===== src/rtl/lift_car_if.sv =====
`timescale 1ns/1ps
// Dispatcher/cabin-side bundle for one lift car: assignment handshake, cabin buttons,
// door sensor, and the status the car reports back.
interface lift_car_if #(
    parameter int NUM_FLOORS = 11,
    parameter int FLOOR_W    = 4
);
    logic                  assign_valid;
    logic [FLOOR_W-1:0]    assign_floor;
    logic                  assign_ready;
    logic [NUM_FLOORS-1:0] cabin_req;
    logic                  door_obstruct;
    logic [FLOOR_W+1:0]    liftstate;
    logic                  door_open;
    logic [NUM_FLOORS-1:0] pending;
    logic                  served_valid;
    logic [FLOOR_W-1:0]    served_floor;
    logic                  assign_err;

    modport master (
        output assign_valid, assign_floor, cabin_req, door_obstruct,
        input  assign_ready, liftstate, door_open, pending,
               served_valid, served_floor, assign_err
    );

    modport slave (
        input  assign_valid, assign_floor, cabin_req, door_obstruct,
        output assign_ready, liftstate, door_open, pending,
               served_valid, served_floor, assign_err
    );
endinterface


===== src/rtl/lift_car_controller.sv =====
`timescale 1ns/1ps
// Per-car SCAN sequencer: collects stops in a pending bitmap, times floor-to-floor
// travel and door dwell, and reports {dir, floor} back to the dispatcher.
module lift_car_controller #(
    parameter int NUM_FLOORS    = 11,
    parameter int FLOOR_W       = 4,
    parameter int TRAVEL_CYCLES = 8,
    parameter int DOOR_CYCLES   = 16,
    parameter int MAX_PENDING   = 3
) (
    input  logic      clk,
    input  logic      rst,
    lift_car_if.slave bus
);
    localparam int TCNT_W = $clog2(TRAVEL_CYCLES);
    localparam int DCNT_W = $clog2(DOOR_CYCLES);
    localparam int PCNT_W = $clog2(NUM_FLOORS + 1);

    localparam logic [1:0] ST_IDLE  = 2'd0;
    localparam logic [1:0] ST_MOVE  = 2'd1;
    localparam logic [1:0] ST_DOOR  = 2'd2;

    localparam logic [1:0] DIR_IDLE = 2'b00;
    localparam logic [1:0] DIR_UP   = 2'b11;
    localparam logic [1:0] DIR_DOWN = 2'b10;

    localparam logic [TCNT_W-1:0]  TRAVEL_LAST = TCNT_W'(TRAVEL_CYCLES - 1);
    localparam logic [DCNT_W-1:0]  DOOR_LAST   = DCNT_W'(DOOR_CYCLES - 1);
    localparam logic [FLOOR_W-1:0] TOP_FLOOR   = FLOOR_W'(NUM_FLOORS - 1);
    localparam logic [FLOOR_W:0]   FLOOR_LIMIT = (FLOOR_W+1)'(NUM_FLOORS);
    localparam logic [PCNT_W-1:0]  PEND_LIMIT  = PCNT_W'(MAX_PENDING);

    logic [1:0]            state_q, state_d;
    logic [1:0]            dir_q, dir_d;
    logic [FLOOR_W-1:0]    cur_floor_q, cur_floor_d;
    logic [NUM_FLOORS-1:0] pending_q, pending_d;
    logic [TCNT_W-1:0]     travel_cnt_q, travel_cnt_d;
    logic [DCNT_W-1:0]     dwell_cnt_q, dwell_cnt_d;
    logic                  door_open_q, door_open_d;
    logic                  served_valid_q, served_valid_d;
    logic [FLOOR_W-1:0]    served_floor_q, served_floor_d;
    logic                  assign_err_q, assign_err_d;

    logic [PCNT_W-1:0]     pend_cnt;
    logic                  assign_ready;
    logic                  xfer;
    logic                  floor_in_range;
    logic                  assign_ok;
    logic [NUM_FLOORS-1:0] req_bits;
    logic [NUM_FLOORS-1:0] pend_all;
    logic [NUM_FLOORS-1:0] above_q, below_q, above_all, below_all;
    logic                  up_found, dn_found, head_up;
    logic [FLOOR_W-1:0]    up_floor, dn_floor;
    logic [FLOOR_W-1:0]    step_floor;
    logic                  fwd_work, rev_work;
    logic                  open_door;
    logic [FLOOR_W-1:0]    open_floor;

    always_comb begin
        pend_cnt = '0;
        for (int i = 0; i < NUM_FLOORS; i++) begin
            pend_cnt = pend_cnt + PCNT_W'(pending_q[i]);
        end
    end

    assign assign_ready   = (pend_cnt < PEND_LIMIT);
    assign xfer           = bus.assign_valid & assign_ready;
    assign floor_in_range = ({1'b0, bus.assign_floor} < FLOOR_LIMIT);
    assign assign_ok      = xfer & floor_in_range;
    assign pend_all       = pending_q | req_bits;

    // Per-floor request merge and above/below masks relative to the car.
    for (genvar gi = 0; gi < NUM_FLOORS; gi++) begin : g_floor
        assign req_bits[gi]  = bus.cabin_req[gi] | (assign_ok & (bus.assign_floor == FLOOR_W'(gi)));
        assign above_q[gi]   = pending_q[gi] & (FLOOR_W'(gi) > cur_floor_q);
        assign below_q[gi]   = pending_q[gi] & (FLOOR_W'(gi) < cur_floor_q);
        assign above_all[gi] = pend_all[gi]  & (FLOOR_W'(gi) > cur_floor_q);
        assign below_all[gi] = pend_all[gi]  & (FLOOR_W'(gi) < cur_floor_q);
    end

    // Nearest stop above vs. below when starting from rest; a tie heads up.
    always_comb begin
        up_found = 1'b0;
        up_floor = '0;
        dn_found = 1'b0;
        dn_floor = '0;
        for (int i = NUM_FLOORS - 1; i >= 0; i--) begin
            if (above_q[i]) begin
                up_found = 1'b1;
                up_floor = FLOOR_W'(i);
            end
        end
        for (int i = 0; i < NUM_FLOORS; i++) begin
            if (below_q[i]) begin
                dn_found = 1'b1;
                dn_floor = FLOOR_W'(i);
            end
        end
        head_up = up_found & (~dn_found | ((up_floor - cur_floor_q) <= (cur_floor_q - dn_floor)));
    end

    always_comb begin
        step_floor = cur_floor_q;
        if (dir_q == DIR_UP && cur_floor_q != TOP_FLOOR) begin
            step_floor = cur_floor_q + 1'b1;
        end else if (dir_q == DIR_DOWN && cur_floor_q != '0) begin
            step_floor = cur_floor_q - 1'b1;
        end
    end

    always_comb begin
        fwd_work = 1'b0;
        rev_work = 1'b0;
        if (dir_q == DIR_UP) begin
            fwd_work = |above_all;
            rev_work = |below_all;
        end else if (dir_q == DIR_DOWN) begin
            fwd_work = |below_all;
            rev_work = |above_all;
        end
    end

    always_comb begin
        state_d        = state_q;
        dir_d          = dir_q;
        cur_floor_d    = cur_floor_q;
        pending_d      = pend_all;
        travel_cnt_d   = travel_cnt_q;
        dwell_cnt_d    = dwell_cnt_q;
        door_open_d    = door_open_q;
        served_valid_d = 1'b0;
        served_floor_d = served_floor_q;
        assign_err_d   = xfer & ~floor_in_range;
        open_door      = 1'b0;
        open_floor     = cur_floor_q;

        unique case (state_q)
            ST_IDLE: begin
                if (req_bits[cur_floor_q] | pending_q[cur_floor_q]) begin
                    open_door = 1'b1;
                end else if (|pending_q) begin
                    dir_d        = head_up ? DIR_UP : DIR_DOWN;
                    travel_cnt_d = '0;
                    state_d      = ST_MOVE;
                end
            end
            ST_MOVE: begin
                if (travel_cnt_q == TRAVEL_LAST) begin
                    travel_cnt_d = '0;
                    cur_floor_d  = step_floor;
                    if (pend_all[step_floor]) begin
                        open_door  = 1'b1;
                        open_floor = step_floor;
                    end
                end else begin
                    travel_cnt_d = travel_cnt_q + 1'b1;
                end
            end
            ST_DOOR: begin
                // Requests for the open floor are absorbed and keep the door open.
                pending_d[cur_floor_q] = 1'b0;
                if (req_bits[cur_floor_q] | bus.door_obstruct) begin
                    dwell_cnt_d = '0;
                end else if (dwell_cnt_q == DOOR_LAST) begin
                    door_open_d  = 1'b0;
                    dwell_cnt_d  = '0;
                    travel_cnt_d = '0;
                    state_d      = ST_MOVE;
                    if (!fwd_work) begin
                        if (rev_work) begin
                            dir_d = (dir_q == DIR_UP) ? DIR_DOWN : DIR_UP;
                        end else begin
                            dir_d   = DIR_IDLE;
                            state_d = ST_IDLE;
                        end
                    end
                end else begin
                    dwell_cnt_d = dwell_cnt_q + 1'b1;
                end
            end
            default: begin
                state_d = ST_IDLE;
            end
        endcase

        if (open_door) begin
            state_d               = ST_DOOR;
            door_open_d           = 1'b1;
            dwell_cnt_d           = '0;
            pending_d[open_floor] = 1'b0;
            served_valid_d        = 1'b1;
            served_floor_d        = open_floor;
        end
    end

    always_ff @(posedge clk or posedge rst) begin
        if (rst) begin
            state_q        <= ST_IDLE;
            dir_q          <= DIR_IDLE;
            cur_floor_q    <= '0;
            pending_q      <= '0;
            travel_cnt_q   <= '0;
            dwell_cnt_q    <= '0;
            door_open_q    <= 1'b0;
            served_valid_q <= 1'b0;
            served_floor_q <= '0;
            assign_err_q   <= 1'b0;
        end else begin
            state_q        <= state_d;
            dir_q          <= dir_d;
            cur_floor_q    <= cur_floor_d;
            pending_q      <= pending_d;
            travel_cnt_q   <= travel_cnt_d;
            dwell_cnt_q    <= dwell_cnt_d;
            door_open_q    <= door_open_d;
            served_valid_q <= served_valid_d;
            served_floor_q <= served_floor_d;
            assign_err_q   <= assign_err_d;
        end
    end

    assign bus.assign_ready = assign_ready;
    assign bus.liftstate    = {dir_q, cur_floor_q};
    assign bus.door_open    = door_open_q;
    assign bus.pending      = pending_q;
    assign bus.served_valid = served_valid_q;
    assign bus.served_floor = served_floor_q;
    assign bus.assign_err   = assign_err_q;

endmodule


===== src/flat_wrapper.sv =====
// flat-port wrapper written by rule: the top's interface ports become plain ports
module lift_car_controller_flat 
#(
    parameter int NUM_FLOORS    = 11,
    parameter int FLOOR_W       = 4,
    parameter int TRAVEL_CYCLES = 8,
    parameter int DOOR_CYCLES   = 16,
    parameter int MAX_PENDING   = 3
)
  (clk, rst, bus_assign_valid, bus_assign_floor, bus_cabin_req, bus_door_obstruct, bus_assign_ready, bus_liftstate, bus_door_open, bus_pending, bus_served_valid, bus_served_floor, bus_assign_err);
  lift_car_if #(.NUM_FLOORS(NUM_FLOORS), .FLOOR_W(FLOOR_W)) bus_i ();
  input  logic clk;
  input  logic rst;
  input wire logic [$bits(bus_i.assign_valid)-1:0] bus_assign_valid;
  input wire logic [$bits(bus_i.assign_floor)-1:0] bus_assign_floor;
  input wire logic [$bits(bus_i.cabin_req)-1:0] bus_cabin_req;
  input wire logic [$bits(bus_i.door_obstruct)-1:0] bus_door_obstruct;
  output wire logic [$bits(bus_i.assign_ready)-1:0] bus_assign_ready;
  output wire logic [$bits(bus_i.liftstate)-1:0] bus_liftstate;
  output wire logic [$bits(bus_i.door_open)-1:0] bus_door_open;
  output wire logic [$bits(bus_i.pending)-1:0] bus_pending;
  output wire logic [$bits(bus_i.served_valid)-1:0] bus_served_valid;
  output wire logic [$bits(bus_i.served_floor)-1:0] bus_served_floor;
  output wire logic [$bits(bus_i.assign_err)-1:0] bus_assign_err;
  assign bus_i.assign_valid = bus_assign_valid;
  assign bus_i.assign_floor = bus_assign_floor;
  assign bus_i.cabin_req = bus_cabin_req;
  assign bus_i.door_obstruct = bus_door_obstruct;
  assign bus_assign_ready = bus_i.assign_ready;
  assign bus_liftstate = bus_i.liftstate;
  assign bus_door_open = bus_i.door_open;
  assign bus_pending = bus_i.pending;
  assign bus_served_valid = bus_i.served_valid;
  assign bus_served_floor = bus_i.served_floor;
  assign bus_assign_err = bus_i.assign_err;
  lift_car_controller #(.NUM_FLOORS(NUM_FLOORS), .FLOOR_W(FLOOR_W), .TRAVEL_CYCLES(TRAVEL_CYCLES), .DOOR_CYCLES(DOOR_CYCLES), .MAX_PENDING(MAX_PENDING)) u_core (.clk(clk), .rst(rst), .bus(bus_i));
endmodule

===== config.mk =====
export PLATFORM = sky130hd
export DESIGN_NAME = lift_car_controller_flat
export DESIGN_NICKNAME = d
export VERILOG_FILES = /design/src/rtl/lift_car_if.sv /design/src/rtl/lift_car_controller.sv /design/src/flat_wrapper.sv
export SDC_FILE = /design/constraint.sdc
export NUM_CORES = 1
export LEC_CHECK = 0
export BUFFER_PORTS_ARGS = -buffer_cell sky130_fd_sc_hd__buf_2
export CAP_MARGIN = 5
export CORE_MARGIN = 2
export CORE_UTILIZATION = 40
export CTS_BUF_LIST = sky130_fd_sc_hd__clkbuf_8
export DETAILED_ROUTE_END_ITERATION = 10
export HOLD_SLACK_MARGIN = 0.1
export SLEW_MARGIN = 30
export SYNTH_ARGS = -nofsm -noshare
export SYNTH_HDL_FRONTEND = slang
export SYNTH_SLANG_ARGS = --single-unit

===== constraint.sdc =====
create_clock -name clk -period 7.2 [get_ports clk]
set_input_delay 2.16 -clock clk [delete_from_list [all_inputs] [get_ports clk]]
set_output_delay 2.16 -clock clk [all_outputs]
set_load 0.005 [all_outputs]

==> summary.txt <==
Status
  • Status: complete, no violations

Die
  • Chip height: 103.2 um
  • Initial core utilization: 40.80%
  • Chip Width: 103.2 um
  • Total core area: 0.009639 mm2
  • Number of cell rows: 36
  • Count of pins on the block boundary: 44
  • Area enclosed by the die boundary: 0.01064 mm2

CTS
  • Number of buffers inserted by hold repair at cts: 0
  • Number of buffers created by CTS: 5
  • Source-to-sink clock delay at the later pin of the worst-skew pair: 0.29 ns
  • # H-tree levels: 2
  • Clock transition at the register clock pins on the worst setup and hold paths after CTS: 0.08 ns
  • Sink Count: 33
  • Post_cts resized: 0
  • Setup Buffers After CTS: 0
  • Clock tree root driver cell: clkbuf_8
  • CTS tree: done
  • Buffer depth of the longest clock path: 2

Layout
  • Number of diodes: 0
  • Fraction of layout instances using a drive strength above 1: 17.98%
  • Synthesis-to-finish area growth: 11.64%
  • Nets: 583
  • Filler cells: 982

Synthesis
  • Average cell area after synthesis: 7.913 um2
  • Yosys warnings: 0
  • Number of synthesized flops with an enable pin: 0
  • Area share of the largest cell type after synthesis: 21.00%
  • Cell area after synthesis: 0.003933 mm2
  • Synth top area cells: dfrtp_1 21%, ha_1 7.3%, nand2_1 5.2%, nor2_1 4.4%, a21oi_1 4.2%
  • Simple-gate area share of the yosys netlist: 24.72%
  • Synth async-reset ratio: 100.0%
  • Cell count after synthesis: 497
  • Number of nets produced by synthesis: 547
  • Flip-flop and latch count after synthesis: 33
  • Area leader, netlist: dfrtp_1
  • Compound-cell area share of the yosys netlist: 30.61%
  • Portion of netlist area occupied by mux cells: 4.709%
  • Most repeated cell in the gate-level netlist after synthesis: nand2_1
  • Seq/Total Area, Yosys: 21.00%
  • Adder-cell share of the synthesized area: 11.39%
  • Post-synthesis share of cell area spent on xor and xnor gates: 1.973%
  • Combinational family with the most area after synthesis: compound AO/OA/AOI/OAI gates
  • Cell types with the highest counts after synthesis: 54 x nand2_1, 46 x nor2_1, 33 x a21oi_1, 33 x dfrtp_1
  • Cell variety after synth: 85
  • Main synth FF type: dfrtp_1

Pwr
  • Leak: 1.986 nW
  • Power per cell area: 121.5 mW/mm2
  • Peak supply drop: 0.0001086 V

Global route
  • Pin count of the biggest net entering global routing: 34
  • Total global routing track utilization: 26.63%
  • Initial antenna violation count: 0
  • Vias in the first global route: 3924
  • Overflow left after global routing: 0
  • First-pass GRT wire length: 21.68 mm

Worst hold path
  • Hold Crit Class: reg2reg

STA
  • Max Clock Freq: 146.8 MHz
  • Final hold vios: 0
  • Final Slew Violations: 0
  • Layout Skew: 0.01212 ns
  • Final worst path period share: 94.62%
  • RSZ-0062 raised after global routing: no
  • Worst hold slack after final layout: 0.5020 ns
  • Setup TNS Final: 0 ns
  • Final-report setup violation count: 0
  • Least-Margin Pin Slew: 0.7765 ns
  • Relative max-transition margin: 47.68%
  • Clock period minus worst slack: 6.813 ns

Place
  • Final weighted congestion in routability-driven placement: 1.025
  • Half-perimeter wire length after detailed placement: 10.32 mm
  • Number of port buffers: 43

Route
  • Pre-Repair DR Iteration Count: 5
  • Antenna-violating nets left: 0
  • Vias per cell: 6.240
  • Detailed Route Iter0 Violations: 378
  • Post-detailed-routing wire length: 13.64 mm
  • Via total after detailed routing: 4162
  • Per-cell routed wire length: 20.44 um
  • Residual DRC: 0

Critical path
  • Kind of end point of the critical path: output port
  • Category of the worst setup path launch point: flip-flop
  • Crit-path slowest cell: fa_1
  • CP peak stage delay: 0.53 ns
  • Worst-path maximum fanout: 9
  • WP data arrival: 4.65 ns
  • Kind of critical path: reg2out
  • Cell-by-cell listing of the critical path: inv_1 > ha_1 > inv_1 > fa_1 > fa_1 > fa_1 > inv_1 > ha_1 > inv_1 > fa_1 > or3b_1 > a221o_2 > nor2_1 > buf_2
  • Req. time, crit path: 5.04 ns

Run
  • Max-cap violations: 0
==> layout make-up <==
type | count | area (um2) | share of cell area (%)
inverters | 32 | 120.1 | 2.736
repair buffers | 53 | 290.3 | 6.612
clock buffers | 7 | 96.34 | 2.194
flip-flops and latches | 33 | 825.8 | 18.81
multi-input cells | 408 | 2887 | 65.75
well taps | 133 | 166.4 | 3.790
clock inverters | 1 | 5.005 | 0.1140
==> cells by family (layout without fill, tap and decap cells) <==
family | after synthesis | count (layout)
and+or+nand+nor | 188 | 188
AOI/OAI and AO/OA | 166 | 166
buffers and inverters | 56 | 93
DFF | 33 | 33
adders and majority gates | 31 | 31
muxes | 15 | 15
xor gates and xnor gates | 8 | 8
==> path summary, 6_finish.rpt <==
| path | end | slack [ns] | cells after the start | from |
|---|---|---|---|---|
| setup / recovery | bus_assign_ready | 0.39 | 14 | u_core.bus.pending[1]$_DFF_PP0_ |
| hold reg to reg | u_core.bus.served_floor[0]$_DFFE_PP0N_ | 0.50 | 1 | u_core.bus.served_floor[0]$_DFFE_PP0N_ |
| setup reg to reg | u_core.bus.pending[3]$_DFF_PP0_ | 0.81 | 19 | u_core.bus.pending[1]$_DFF_PP0_ |
| min in group asynchronous | u_core.bus.pending[1]$_DFF_PP0_ | 1.95 | 3 | rst |
| hold / removal | u_core.bus.served_floor[0]$_DFFE_PP0N_ | 0.50 | 1 | u_core.bus.served_floor[0]$_DFFE_PP0N_ |
| max in group asynchronous | u_core.travel_cnt_q[1]$_DFFE_PP0P_ | 4.92 | 3 | rst |
==> where the power goes <==
group	switching, mW	total (mW)	internal [mW]
logic	0.0917	0.164	0.0724
registers	0.0135	0.207	0.193
clock network	0.0758	0.162	0.0866
total	0.181	0.533	0.352
==> cells in the final DEF (no fill, tap or decap), types with 6 or more instances in the layout <==
| cell | instances |
|---|---|
| nor3_1 | 13 |
| nand3_1 | 16 |
| o22ai_1 | 11 |
| inv_1 | 30 |
| a221oi_1 | 6 |
| nor4_1 | 6 |
| o21ai_0 | 30 |
| ha_1 | 23 |
| mux2i_1 | 8 |
| fa_1 | 8 |
| buf_2 | 43 |
| dfrtp_1 | 33 |
| o31ai_1 | 9 |
| nand2b_1 | 13 |
| buf_4 | 10 |
| a21oi_1 | 33 |
| nand2_1 | 54 |
| a31oi_1 | 7 |
| or2_2 | 6 |
| clkbuf_8 | 7 |
| nor2_1 | 46 |
==> stage by stage <==
stage / power, mW / setup WS, ns / std cells / util [%] / cell area [um2]
5_1_grt: 0.5569 / 0.1802 / 667 / 45.55 / 4390
2_1_floorplan: 0.3246 / 1.133 / 497 / - / 3933
4_1_cts: 0.5344 / 0.3826 / 667 / 45.55 / 4390
6_report: 0.5335 / 0.3871 / 667 / 45.55 / 4390
3_3_place_gp: 0.3682 / 0.8495 / 659 / 44.50 / 4289
3_5_place_dp: 0.3709 / 0.7201 / 659 / 44.50 / 4289
==> metal layers <==
layer | track usage, % | routed length (um)
met3 | 4.678 | 1105
met4 | 9.717 | 464
met2 | 40.86 | 6049
met5 | 0 | 0
met1 | 37.49 | 6016
==> worst max-delay path, delay by kind of cell (launching register included) <==
family                   cells  cell delay, ns
adder cells (fa/ha/maj)      6            2.23
AND/OR/NAND/NOR              2            0.71
AO/OA/AOI/OAI                1            0.48
buffers and inverters        5            0.47
flip-flops                   1            0.46
==> registers in the layout, summed over array words and instances, names as in the netlist, 2 cells and up <==
signal                   count
u_core.bus.pending          11
u_core.bus.served_floor      4
u_core.cur_floor_q           4
u_core.dir_q                 2
u_core.dwell_cnt_q           4
u_core.state_q               2
u_core.travel_cnt_q          3
Note: power is estimated with default switching activity, not from simulation.
